[config.mk]
export PLATFORM = sky130hd
export DESIGN_NAME = scramble_flat
export DESIGN_NICKNAME = d
export VERILOG_FILES = /design/src/rtl/scramble_pkg.sv /design/src/rtl/scramble_if.sv /design/src/rtl/scramble_check.sv /design/src/rtl/scramble.sv /design/src/flat_wrapper.sv
export SDC_FILE = /design/constraint.sdc
export NUM_CORES = 1
export LEC_CHECK = 0
export ABC_AREA = 1
export CORE_MARGIN = 2
export CORE_UTILIZATION = 35
export DETAILED_ROUTE_END_ITERATION = 12
export SYNTH_ARGS = -nofsm -noshare
export SYNTH_HDL_FRONTEND = slang
export SYNTH_SLANG_ARGS = --single-unit
[constraint.sdc]
create_clock -name clk -period 3.17 [get_ports clk]
set_clock_uncertainty 0.05 [all_clocks]
set_input_delay 0.4755 -clock clk [delete_from_list [all_inputs] [get_ports clk]]
set_output_delay 0.4755 -clock clk [all_outputs]
set_load 0.02 [all_outputs]
[src/rtl/scramble_pkg.sv]
// Shared constants and helpers for the 100BASE-TX x^11+x^9+1 scrambler and its self-checker.
// Valid coding, tap positions and the lockup reload value match the far-end descrambler.
// lfsr_step holds on no-valid and applies the all-zero lockup guard only when the register shifts.
package scramble_pkg;

  // Valid coding: how many bits the PCS presents this clk (3 behaves as 1).
  localparam logic [1:0] VALID_NONE = 2'd0;
  localparam logic [1:0] VALID_ONE  = 2'd1;
  localparam logic [1:0] VALID_TWO  = 2'd2;

  // Tap indices for x^11+x^9+1, read twice for the two-bit key.
  localparam int TAP_A = 10;
  localparam int TAP_B = 9;
  localparam int TAP_C = 8;
  localparam int TAP_D = 7;

  // Value reloaded when the register would otherwise lock up at all-zero.
  localparam logic [10:0] LOCKUP_RELOAD = 11'h7FF;

  typedef logic [10:0] lfsr_t;

  // Two key bits for this clk; [1] is the earlier bit in time.
  function automatic logic [1:0] key_bits(input lfsr_t s);
    return {s[TAP_C] ^ s[TAP_A], s[TAP_D] ^ s[TAP_B]};
  endfunction

  // Shift in one or two new bits according to the valid code.
  // An idle cycle holds the state untouched, so a zero seed waits for real traffic before reloading.
  function automatic lfsr_t lfsr_step(input lfsr_t s, input logic [1:0] vld, input logic [1:0] in_bits);
    lfsr_t n;
    n = s;
    case (vld)
      VALID_NONE: n = s;
      VALID_TWO:  n = {s[8:0], in_bits};
      default:    n = {s[9:0], in_bits[1]};
    endcase
    if (vld != VALID_NONE && n == '0) n = LOCKUP_RELOAD;
    return n;
  endfunction

endpackage

[src/rtl/scramble_if.sv]
// Transmit-side bus between the PCS and the scrambler: plain bits in, scrambled bits out.
// Bits [1] precede [0] in time on both directions; outputs lag inputs by one clk.
// No backpressure: the scrambler accepts whatever the PCS presents every clk.
interface scramble_if;
  logic [1:0] unscrambled;
  logic [1:0] unscrambled_valid;
  logic       bypass;
  logic       reseed;
  logic [1:0] scrambled;
  logic [1:0] scrambled_valid;
  logic       check_err;

  modport master (
    output unscrambled, unscrambled_valid, bypass, reseed,
    input  scrambled, scrambled_valid, check_err
  );

  modport slave (
    input  unscrambled, unscrambled_valid, bypass, reseed,
    output scrambled, scrambled_valid, check_err
  );
endinterface

[src/rtl/scramble_check.sv]
// Self-check: recovers the key stream from the scrambler output and verifies it against its own LFSR.
// Latency: compares one clk after the data is registered; err is sticky until rst.
// No backpressure; bypass/reseed (restart) drops sync and the bit count until 11 fresh bits are seen.
module scramble_check
  import scramble_pkg::*;
(
  input  logic       clk,
  input  logic       rst,
  input  logic [1:0] data,
  input  logic [1:0] valid,
  input  logic [1:0] scrambled,
  input  logic       restart,
  output logic       err
);

  logic [1:0] data_q, valid_q;
  logic       restart_q;
  lfsr_t      hist_q, hist_d;
  logic [3:0] cnt_q, cnt_d;
  logic       sync_q, sync_d;
  logic       err_q, err_d;
  logic [1:0] ko, pk, miss;

  // Key bits actually used, and the prediction from the last 11 observed key bits.
  assign ko = scrambled ^ data_q;
  assign pk = key_bits(hist_q);

  // Track history, count observed bits to reach sync, flag any prediction miss once synced.
  always_comb begin
    hist_d = lfsr_step(hist_q, valid_q, ko);
    cnt_d  = cnt_q;
    sync_d = sync_q;
    err_d  = err_q;
    miss   = 2'b00;
    case (valid_q)
      VALID_NONE: miss = 2'b00;
      VALID_TWO: begin
        miss  = ko ^ pk;
        cnt_d = cnt_q + 4'd2;
      end
      default: begin
        miss  = {ko[1] ^ pk[1], 1'b0};
        cnt_d = cnt_q + 4'd1;
      end
    endcase
    if (sync_q && (miss != 2'b00)) err_d = 1'b1;
    if (cnt_d >= 4'd11) begin
      cnt_d  = 4'd11;
      sync_d = 1'b1;
    end
    if (restart_q) begin
      cnt_d  = 4'd0;
      sync_d = 1'b0;
      err_d  = err_q;
    end
  end

  // Align the plain data with the registered scrambler output, and hold checker state.
  always_ff @(posedge clk or posedge rst) begin
    if (rst) begin
      data_q    <= '0;
      valid_q   <= VALID_NONE;
      restart_q <= 1'b0;
      hist_q    <= LOCKUP_RELOAD;
      cnt_q     <= '0;
      sync_q    <= 1'b0;
      err_q     <= 1'b0;
    end else begin
      data_q    <= data;
      valid_q   <= valid;
      restart_q <= restart;
      hist_q    <= hist_d;
      cnt_q     <= cnt_d;
      sync_q    <= sync_d;
      err_q     <= err_d;
    end
  end

  assign err = err_q;

endmodule

[src/rtl/scramble.sv]
// 100BASE-TX transmit scrambler (x^11+x^9+1), 0/1/2 bits per clk; optional self-check via SCRAMBLE_SELFTEST_EN.
// Latency: exactly 1 clk from unscrambled to scrambled, data scrambled regardless of valid.
// No backpressure: every clk is accepted; reseed overrides the advance, bypass only masks the key.
module scramble
  import scramble_pkg::*;
#(
  parameter lfsr_t SEED = 11'h7FF
)(
  input  logic     clk,
  input  logic     rst,
  scramble_if.slave bus
);

  lfsr_t      lfsr_q, lfsr_d;
  logic [1:0] ks;
  logic [1:0] scrambled_q, scrambled_d;
  logic [1:0] valid_q;

  assign ks = key_bits(lfsr_q);

  // Next LFSR: reseed wins, otherwise advance by the valid count with the lockup guard.
  always_comb begin
    lfsr_d = lfsr_step(lfsr_q, bus.unscrambled_valid, ks);
    if (bus.reseed) lfsr_d = SEED;
  end

  // Output always uses the current key, even on reseed or lockup-reload cycles.
  assign scrambled_d = bus.unscrambled ^ (bus.bypass ? 2'b00 : ks);

  // State and output register; async reset clears outputs immediately.
  always_ff @(posedge clk or posedge rst) begin
    if (rst) begin
      lfsr_q      <= SEED;
      scrambled_q <= '0;
      valid_q     <= VALID_NONE;
    end else begin
      lfsr_q      <= lfsr_d;
      scrambled_q <= scrambled_d;
      valid_q     <= bus.unscrambled_valid;
    end
  end

  assign bus.scrambled       = scrambled_q;
  assign bus.scrambled_valid = valid_q;

`ifdef SCRAMBLE_SELFTEST_EN
  logic chk_err;

  scramble_check u_check (
    .clk       (clk),
    .rst       (rst),
    .data      (bus.unscrambled),
    .valid     (bus.unscrambled_valid),
    .scrambled (scrambled_q),
    .restart   (bus.bypass | bus.reseed),
    .err       (chk_err)
  );

  assign bus.check_err = chk_err;
`else
  assign bus.check_err = 1'b0;
`endif

endmodule

[src/flat_wrapper.sv]
// flat-port wrapper written by rule: the top's interface ports become plain ports
module scramble_flat import scramble_pkg::*;
#(
  parameter lfsr_t SEED = 11'h7FF
)
  (clk, rst, bus_unscrambled, bus_unscrambled_valid, bus_bypass, bus_reseed, bus_scrambled, bus_scrambled_valid, bus_check_err);
  scramble_if bus_i ();
  input  logic clk;
  input  logic rst;
  input wire logic [$bits(bus_i.unscrambled)-1:0] bus_unscrambled;
  input wire logic [$bits(bus_i.unscrambled_valid)-1:0] bus_unscrambled_valid;
  input wire logic [$bits(bus_i.bypass)-1:0] bus_bypass;
  input wire logic [$bits(bus_i.reseed)-1:0] bus_reseed;
  output wire logic [$bits(bus_i.scrambled)-1:0] bus_scrambled;
  output wire logic [$bits(bus_i.scrambled_valid)-1:0] bus_scrambled_valid;
  output wire logic [$bits(bus_i.check_err)-1:0] bus_check_err;
  assign bus_i.unscrambled = bus_unscrambled;
  assign bus_i.unscrambled_valid = bus_unscrambled_valid;
  assign bus_i.bypass = bus_bypass;
  assign bus_i.reseed = bus_reseed;
  assign bus_scrambled = bus_i.scrambled;
  assign bus_scrambled_valid = bus_i.scrambled_valid;
  assign bus_check_err = bus_i.check_err;
  scramble #(.SEED(SEED)) u_core (.clk(clk), .rst(rst), .bus(bus_i));
endmodule
## Yosys cells after proc, flatten, opt, wreduce, memory -nomap -nowiden

Cells that the tools add are included.
Widths: inputs -> output; s select.

- Memories kept: 0
- Bits in latches: 0
- Bits in read-only memories: 0
- Input bits: 8
- RAM bits: 0
- Logic and storage cells: 15
- Bits in registers: 15
- Output and inout port bits: 5

- Shift-type cells: 0
- $add $sub $neg: 0
- Muxes and demuxes: 4
- Equality and inequality tests: 1
- Reduce and logical (&&, ||, !) cells: 4
- Bitwise gates (word level): 3
- Multipliers: 0
- $lt $le $gt $ge: 0
- Divide/modulo/power cells: 0

Operators with widths:

| kind | count |
|---|---|
| $mux 11 | 2 |
| $pmux 11 s2 | 1 |
| $logic_not 11->1 | 1 |
| $eq 2x2->1 const B | 1 |
| $logic_not 2->1 | 1 |
| $mux 2 | 1 |
| $reduce_bool 2->1 | 1 |
| $xor 1x1->1 | 2 |
| $xor 2x2->2 | 1 |
| $logic_and 1x1->1 | 1 |

## Depth between registers and ports, before layout

Gate-level depths: netlist (run 1).

- Depth in word-level cells: 6
- Gate-level depth with buffers: 10
- Depth with buffers taken out: 9

## Worst setup path after synthesis (run 1)

Ideal clock, no wire load.

- Path kind: in2reg
- Start: input port bus_unscrambled_valid[1]
- End: register u_core.lfsr_q[1]
- Buffers on the path: 2
- Data required time: 3.059 ns
- Slack: 1.732 ns
- Data arrival time: 1.327 ns
- Cell stages on the path: 8
- Library setup time: 0.061 ns
- Path through: buf_2 -> nand3_1 -> nand3_1 -> or2_1 -> nor2_1 -> nand2_1 -> buf_6 -> nand2_1

- Cells in the longest elaborated chain, start to end: 6
- Elaborated cells between the ends (all ways): 8
- Those cells by class: eq/ne (1); mux (3); reduce/logical (4)

RTL lines:

| item | line | source |
|---|---|---|
| start, declared | flat_wrapper.sv:11 | `input wire logic [$bits(bus_i.unscrambled_valid)-1:0] bus_unscrambled_valid;` |
| $eq 2x2->1 / $logic_not 2->1 (equally long branches) | scramble_pkg.sv:32 | `case (vld)` |
| $pmux 11 s2 | scramble_pkg.sv:32 |  |
| $logic_not 11->1 | scramble_pkg.sv:37 | `if (vld != VALID_NONE && n == '0) n = LOCKUP_RELOAD;` |
| $logic_and 1x1->1 | scramble_pkg.sv:37 |  |
| $mux 11 * | scramble_pkg.sv:37 |  |
| $mux 11 * | scramble.sv:24 | `if (bus.reseed) lfsr_d = SEED;` |
| via u_core.lfsr_d[1] | scramble.sv:14 | `lfsr_t lfsr_q, lfsr_d;` |
| end signal, assigned | scramble.sv:37 | `lfsr_q <= lfsr_d;` |
| end, declared | scramble.sv:14 |  |

Mark *: on every way through the listed nets, which the timed path passes. The rest lies on a longest branch.

## Worst setup path in the final report (run 1)

- Start: input port bus_unscrambled_valid[0]
- End: register u_core.lfsr_q[4]

The elaborated chain is that of the path after synthesis.

==> run summary, run 1 <==
OUTCOME
--------------------------------------------------------------------------------------------------
Result of the run                                                                     complete, no violations

LAYOUT
--------------------------------------------------------------------------------------------------
Layout area overhead                                                                        15.20%
Cell Count, Final, Fillers Out                                                                 156
Fraction of final layout cells with drive strength greater than 1                           11.72%
# diodes                                                                                         0
Sequential cell area                                                                    389.1 um^2
Filler Cells Inserted                                                                          223
Area used by multi-input combinational logic                                            384.1 um^2
Final #Nets                                                                                    137
Post-route design area                                                                  967.2 um^2
Fraction of the core area covered by cells at the end of the flow                           43.31%

DRT
--------------------------------------------------------------------------------------------------
Vias per std cell                                                                            5.071
DR WL/cell                                                                                11.20 um
Via count                                                                                      791
Post-Route WL                                                                              1747 um
Residual DRC                                                                                     0
First-pass iteration count of the detailed router                                                5
Initial DRC Count                                                                               37
Remaining antenna violation count                                                                0

CLOCK TREE
--------------------------------------------------------------------------------------------------
Number of clock buffers inserted by TritonCTS                                                    3
Sinks on Clock Net                                                                              15
Root buffer cell                                                                      sky130_fd_sc_hd__clkbuf_4
Total of cells resized after clock tree synthesis                                                0
Insertion delay to the later sink of the worst-skew pair                                   0.28 ns
CTS tree                                                                                     built
Clock transition time at the flip-flop clock pins of the worst setup and hold paths        0.09 ns
H-tree levels                                                                                    1
Hold buffer count at cts                                                                         0
Buffers inserted by post-CTS timing repair                                                       0
CTS Buffer Depth                                                                                 2

PLACEMENT
--------------------------------------------------------------------------------------------------
Area of placed instances                                                                940.9 um^2
DP HPWL                                                                                    1295 um
Gpl congestion                                                                              0.9123
Count of placed standard cells including taps                                                  152
Post-place setup slack                                                                   0.5092 ns
Count of buffers inserted at the top-level ports                                                11

SYNTH
--------------------------------------------------------------------------------------------------
Cell types with the largest area share after synthesis                                sky130_fd_sc_hd__dfstp_2, sky130_fd_sc_hd__nand2_1, sky130_fd_sc_hd__dfrtp_1
Top cells by instance count after synthesis                                           sky130_fd_sc_hd__nand2_1, sky130_fd_sc_hd__nor2_1, sky130_fd_sc_hd__nand3_1
Number of instances in the synthesized netlist                                                 119
Number of enable flip-flop cells after synthesis                                                 0
Average instance area after synthesis                                                   7.055 um^2
Post-Syn Area                                                                           839.6 um^2
Area share of the largest cell type after synthesis                                         34.43%
Sequential-to-total area share from yosys stat                                              46.35%
Commonest register cell after synthesis                                               sky130_fd_sc_hd__dfstp_2
Ys async rst share                                                                          100.0%
Post-synthesis cell type with the largest combined area                               sky130_fd_sc_hd__dfstp_2
Syn Nets                                                                                       127
Count of warnings emitted by yosys                                                               0
Post-synth cell types                                                                           15
Dominant cell by count in the synthesized netlist                                     sky130_fd_sc_hd__nand2_1
Total of flip-flops plus latches after synthesis                                                15

DIE
--------------------------------------------------------------------------------------------------
DIE AREA                                                                              0.002806 mm^2
Count of standard-cell rows                                                                     17
Core area                                                                             0.002233 mm^2
I/O Pins                                                                                        13
Effective utilization at floorplan                                                          37.59%
Overall die height                                                                        52.98 um
Die width                                                                                 52.98 um

GLOBAL ROUTE
--------------------------------------------------------------------------------------------------
Global-route wire length before repair                                                     2822 um
Largest net degree at the start of global routing                                               16
Initial antenna violation count                                                                  0
Final global-route overflow total                                                                0
Global Route Usage Sum                                                                      14.18%
Number of global-route vias before repair                                                      628

TIMING
--------------------------------------------------------------------------------------------------
Pin slew with the least headroom to its limit                                            0.6643 ns
Final WS setup                                                                           0.7686 ns
Finish-stage setup viols                                                                         0
Count of final max-slew check failures                                                           0
Final hold vios                                                                                  0
Final worst hold slack                                                                   0.4778 ns
Summed negative setup slack over all endpoints                                                0 ns
Final cycle utilization of the critical path                                                75.75%
Worst slew margin                                                                           55.55%
Upper clock frequency limit                                                              416.4 MHz
Post-layout min period                                                                    2.401 ns
RSZ-0062 raised after global routing                                                            no

CRITICAL PATH
--------------------------------------------------------------------------------------------------
Critical path arrival                                                                      2.55 ns
Class of the most critical setup path                                                 input pin to flop
Category of the worst setup path launch point                                            input pin
Critical Path End Type                                                                        flop
Critical path fanouts, max                                                                      14
Worst Path Required                                                                        3.32 ns

POWER
--------------------------------------------------------------------------------------------------
Final Power                                                                              0.4292 mW
Worst supply voltage drop on vdd                                                       0.0001695 V
Power density over the cells                                                          443.8 mW/mm^2
Static leakage                                                                           0.4675 nW

MIN PATH
--------------------------------------------------------------------------------------------------
Class of the tightest hold or removal check                                           input pin to asynchronous set/reset pin

FLOW RUN
--------------------------------------------------------------------------------------------------
Number of max-cap violations                                                                     0

## sequential cells by signal, summed over array words and instances (netlist names)
name                        count
u_core.bus.scrambled_valid      2
u_core.lfsr_q                  11
u_core.bus.scrambled            2
## kinds of logic (layout without fill, tap and decap cells)
family	after synthesis	after routing	share of synthesized area, %
other	1	1	0.4467
XOR/XNOR	2	2	2.087
AND/OR/NAND/NOR	89	89	43.22
buffers and inverters	12	21	7.898
flip-flops	15	15	46.35
## worst max-delay path, cell delays in order
cell and delay, ns:
sky130_fd_sc_hd__clkdlybuf4s50_1 0.65, sky130_fd_sc_hd__nor2_1 0.63, sky130_fd_sc_hd__nand2_1 0.11, sky130_fd_sc_hd__nand3_1 0.14, sky130_fd_sc_hd__nor2_1 0.06, sky130_fd_sc_hd__nand2_1 0.07
sky130_fd_sc_hd__nor2_1 0.04, sky130_fd_sc_hd__nand2_1 0.25, sky130_fd_sc_hd__nand2_1 0.12
## per-layer routing
| layer | track usage [%] | wire [um] | vias to the layer above | part of all wire (%) |
|---|---|---|---|---|
| met5 | 0 | 0 | - | 0 |
| met4 | 7.692 | 38 | 0 | 2.2 |
| met3 | 2.825 | 180 | 5 | 10 |
| met2 | 20.83 | 789 | 43 | 45 |
| met1 | 19.33 | 739 | 358 | 42 |
| li1 | - | - | 385 | - |
## cell type report
| class | instances | share of cell area [%] |
|---|---|---|
| Clock buffer | 4 | 2.717 |
| Inverter | 6 | 2.329 |
| Multi-Input combinational cell | 92 | 39.72 |
| Sequential cell | 15 | 40.23 |
| Tap cell | 28 | 3.622 |
| Timing Repair Buffer | 11 | 11.38 |
## path summary, 6_finish.rpt
path | cells after the start | slack, ns | start | end
worst max-delay path | 9 | 0.77 | bus_unscrambled_valid[0] | u_core.lfsr_q[4]
worst min-delay path | 2 | 0.48 | rst | u_core.bus.scrambled_valid[1]
worst max register to register | 9 | 1.53 | u_core.lfsr_q[8] | u_core.lfsr_q[4]
worst min register to register | 4 | 0.63 | u_core.lfsr_q[9] | u_core.lfsr_q[9]
max in group asynchronous | 2 | 2.22 | rst | u_core.lfsr_q[0]
min in group clk | 4 | 0.63 | u_core.lfsr_q[9] | u_core.lfsr_q[9]
## placed cells by master (no fill, tap or decap)
| master | instances |
|---|---|
| sky130_fd_sc_hd__conb_1 | 1 |
| sky130_fd_sc_hd__or2_1 | 1 |
| sky130_fd_sc_hd__nand3_1 | 19 |
| sky130_fd_sc_hd__dfrtp_1 | 4 |
| sky130_fd_sc_hd__inv_1 | 5 |
| sky130_fd_sc_hd__nor3_1 | 2 |
| sky130_fd_sc_hd__clkbuf_1 | 1 |
| sky130_fd_sc_hd__nand2_1 | 45 |
| sky130_fd_sc_hd__nor2_1 | 22 |
| sky130_fd_sc_hd__inv_2 | 1 |
| sky130_fd_sc_hd__dfstp_2 | 11 |
| sky130_fd_sc_hd__clkbuf_4 | 3 |
| sky130_fd_sc_hd__xor2_1 | 2 |
| sky130_fd_sc_hd__clkdlybuf4s50_1 | 11 |
## power breakdown
part | switching, mW | internal [mW]
logic | 0.0547 | 0.0374
clock network | 0.0603 | 0.0489
registers | 0.0123 | 0.216
(Power assumes the default switching activity.)
==> run 2, diff against run 1 <==
==> constraint.sdc (replaced) <==
create_clock -name clk -period 2.2 [get_ports clk]
set_clock_uncertainty 0.05 [all_clocks]
set_input_delay 0.33 -clock clk [delete_from_list [all_inputs] [get_ports clk]]
set_output_delay 0.33 -clock clk [all_outputs]
set_load 0.02 [all_outputs]
==> run 2 against run 1 <==
Net effect:
- clock power rose by 49%
- critical endpoint is now u_core.lfsr_q[0]
- sequential share of layout area fell by 0.77 points
- critical path type unchanged
- critical path depth did not move
- combinational power rose by 47%
- design area rose by 1.9%
- highest routed layer unchanged
==> run summary, run 2 (synthesized netlist as in run 1, its figures left out) <==
CRITICAL PATH
--------------------------------------------------------------------------------------------------
Critical Path End Type                                                                        flop
Worst Path Required                                                                        2.35 ns
Largest delay contributor family on the critical path                                 simple AND/OR/NAND/NOR gates
Worst path buffer plus inverter count                                                            1
Critical-path cell with the highest stage delay                                       sky130_fd_sc_hd__nor2_1
Critical path fanouts, max                                                                      12
Launch point of the critical path                                                     bus_unscrambled_valid[0]
Largest incremental delay on the critical path                                             0.52 ns
Chain of cells forming the critical path                                              clkdlybuf4s50_1 > nor2_1 > nand2_1 > nand3_1 > nor2_1 > nand2_1 > nor2_1 > nand2_1 > nand2_1
R2R Path Start                                                                        u_core.lfsr_q[8]
Most common cell on crit path                                                         sky130_fd_sc_hd__nand2_1
Class of the most critical setup path                                                 input pin to flop
Critical path arrival                                                                      2.10 ns
Category of the worst setup path launch point                                            input pin

CLOCK TREE
--------------------------------------------------------------------------------------------------
Root buffer cell                                                                      sky130_fd_sc_hd__clkbuf_4
CTS tree                                                                                     built
Clock transition time at the flip-flop clock pins of the worst setup and hold paths        0.09 ns
Number of clock buffers inserted by TritonCTS                                                    3
H-tree levels                                                                                    1
CTS Buffer Depth                                                                                 2
Hold buffer count at cts                                                                         0
Total of cells resized after clock tree synthesis                                                0
Insertion delay to the later sink of the worst-skew pair                                   0.28 ns
Sinks on Clock Net                                                                              15
Buffers inserted by post-CTS timing repair                                                       0

GLOBAL ROUTE
--------------------------------------------------------------------------------------------------
Initial antenna violation count                                                                  0
Global-route wire length before repair                                                     2953 um
Largest net degree at the start of global routing                                               16
Number of global-route vias before repair                                                      695
Global Route Usage Sum                                                                      14.52%
Final global-route overflow total                                                                0

LAYOUT
--------------------------------------------------------------------------------------------------
Cell Count, Final, Fillers Out                                                                 158
Filler Cells Inserted                                                                          242
Fraction of final layout cells with drive strength greater than 1                           13.85%
# diodes                                                                                         0
Number of flip-flops in the largest register                                                    11
Register with the most flip-flops                                                     u_core.lfsr_q
Final #Nets                                                                                    139
Fraction of the core area covered by cells at the end of the flow                           44.15%
Most common cell after layout, fill and taps aside                                    sky130_fd_sc_hd__nand2_1
Most used cells in the layout excluding fill and tap cells                            sky130_fd_sc_hd__nand2_1, sky130_fd_sc_hd__nor2_1, sky130_fd_sc_hd__nand3_1, sky130_fd_sc_hd__clkdlybuf4s50_1, sky130_fd_sc_hd__dfstp_2
Layout area overhead                                                                        17.44%

DRT
--------------------------------------------------------------------------------------------------
Post-Route WL                                                                              1737 um
Via count                                                                                      767
Vias per std cell                                                                            4.854
DR WL/cell                                                                                10.99 um
Initial DRC Count                                                                               21
Remaining antenna violation count                                                                0
Residual DRC                                                                                     0
First-pass iteration count of the detailed router                                                4

POWER
--------------------------------------------------------------------------------------------------
Final Power                                                                              0.6254 mW
Switching share of power                                                                    30.29%
Total net switching power                                                                0.1894 mW
Power density over the cells                                                          634.4 mW/mm^2
Share of power burned in the clock network                                                   26.0%
Worst supply voltage drop on vdd                                                       0.0003869 V
Static leakage                                                                           0.4760 nW
Part of the total power dissipated in combinational logic                                    21.6%
Seq pwr share                                                                                52.4%
Internal power summed over all cells                                                     0.4360 mW

TIMING
--------------------------------------------------------------------------------------------------
Upper clock frequency limit                                                              513.9 MHz
Summed negative setup slack over all endpoints                                                0 ns
RSZ-0062 raised after global routing                                                            no
Post-layout min period                                                                    1.946 ns
Final hold vios                                                                                  0
Worst slew margin                                                                           57.36%
Count of final max-slew check failures                                                           0
Finish-stage setup viols                                                                         0
Pin slew with the least headroom to its limit                                            0.6372 ns
Final cycle utilization of the critical path                                                88.45%

DIE
--------------------------------------------------------------------------------------------------
Die width                                                                                 52.98 um
DIE AREA                                                                              0.002806 mm^2
Count of standard-cell rows                                                                     17
Core area                                                                             0.002233 mm^2
Effective utilization at floorplan                                                          37.59%
I/O Pins                                                                                        13
Overall die height                                                                        52.98 um

PLACEMENT
--------------------------------------------------------------------------------------------------
Count of buffers inserted at the top-level ports                                                11
Gpl congestion                                                                              0.9121
DP HPWL                                                                                    1323 um
Count of placed standard cells including taps                                                  154

MIN PATH
--------------------------------------------------------------------------------------------------
Class of the tightest hold or removal check                                           input pin to asynchronous set/reset pin

OUTCOME
--------------------------------------------------------------------------------------------------
Result of the run                                                                     complete, no violations

FLOW RUN
--------------------------------------------------------------------------------------------------
Number of max-cap violations                                                                     0

## run 2: worst reg2reg max path: stages, from the launching register on
cell and delay [ns]:
sky130_fd_sc_hd__dfstp_2 0.58, sky130_fd_sc_hd__inv_1 0.05, sky130_fd_sc_hd__nand2_1 0.07, sky130_fd_sc_hd__nand2_1 0.07, sky130_fd_sc_hd__nor2_1 0.14, sky130_fd_sc_hd__nor2_1 0.06
sky130_fd_sc_hd__nand2_1 0.06, sky130_fd_sc_hd__nor2_1 0.03, sky130_fd_sc_hd__nand2_1 0.26, sky130_fd_sc_hd__nand2_1 0.12
## run 2: per-stage QoR
step	hold slack, ns	cell area, um^2	setup WS (ns)
2_1_floorplan	0.1736	839.6	0.8979
3_3_place_gp	0.6211	955.9	0.02224
3_5_place_dp	0.6035	955.9	-0.03070
4_1_cts	0.3448	985.9	0.2846
5_1_grt	0.3895	985.9	0.1008
6_report	0.3269	985.9	0.2542
## run 2: routing by layer
layer	GRT usage, %	part of all wire, %	routed length [um]	vias up
met2	23.13	46	805	31
met5	0	0	0	-
met3	5.367	7.1	123	2
li1	-	-	-	388
met1	18.21	46	795	346
met4	4.274	0.75	13	0
## run 2: power by group through the flow
stage / Combinational [mW] / Clock (mW) / Sequential [mW]
2_1_floorplan: 0.0837 / 0 / 0.336
3_3_place_gp: 0.134 / 0 / 0.332
3_5_place_dp: 0.135 / 0 / 0.332
4_1_cts: 0.136 / 0.178 / 0.327
5_1_grt: 0.152 / 0.193 / 0.331
6_report: 0.135 / 0.162 / 0.328
## run 2: path summary, 6_finish.rpt
check | end | slack, ns | depth (start not counted)
worst min-delay path | u_core.bus.scrambled_valid[1] | 0.33 | 2
worst max-delay path | u_core.lfsr_q[0] | 0.25 | 9
min in group clk | u_core.bus.scrambled_valid[0] | 0.53 | 1
worst max register to register | u_core.lfsr_q[0] | 0.64 | 9
max in group asynchronous | u_core.lfsr_q[3] | 1.40 | 2
worst min register to register | u_core.lfsr_q[10] | 0.63 | 4
## run 2: area by class of cell
type / instances / area, um^2 / share of cell area (%)
repair buffers: 13 / 125.1 / 12.69
flip-flops and latches: 15 / 389.1 / 39.47
inverters: 6 / 22.52 / 2.284
clock inverters: 1 / 7.507 / 0.7614
well taps: 28 / 35.03 / 3.553
multi-input cells: 92 / 384.1 / 38.96
clock buffers: 3 / 22.52 / 2.284
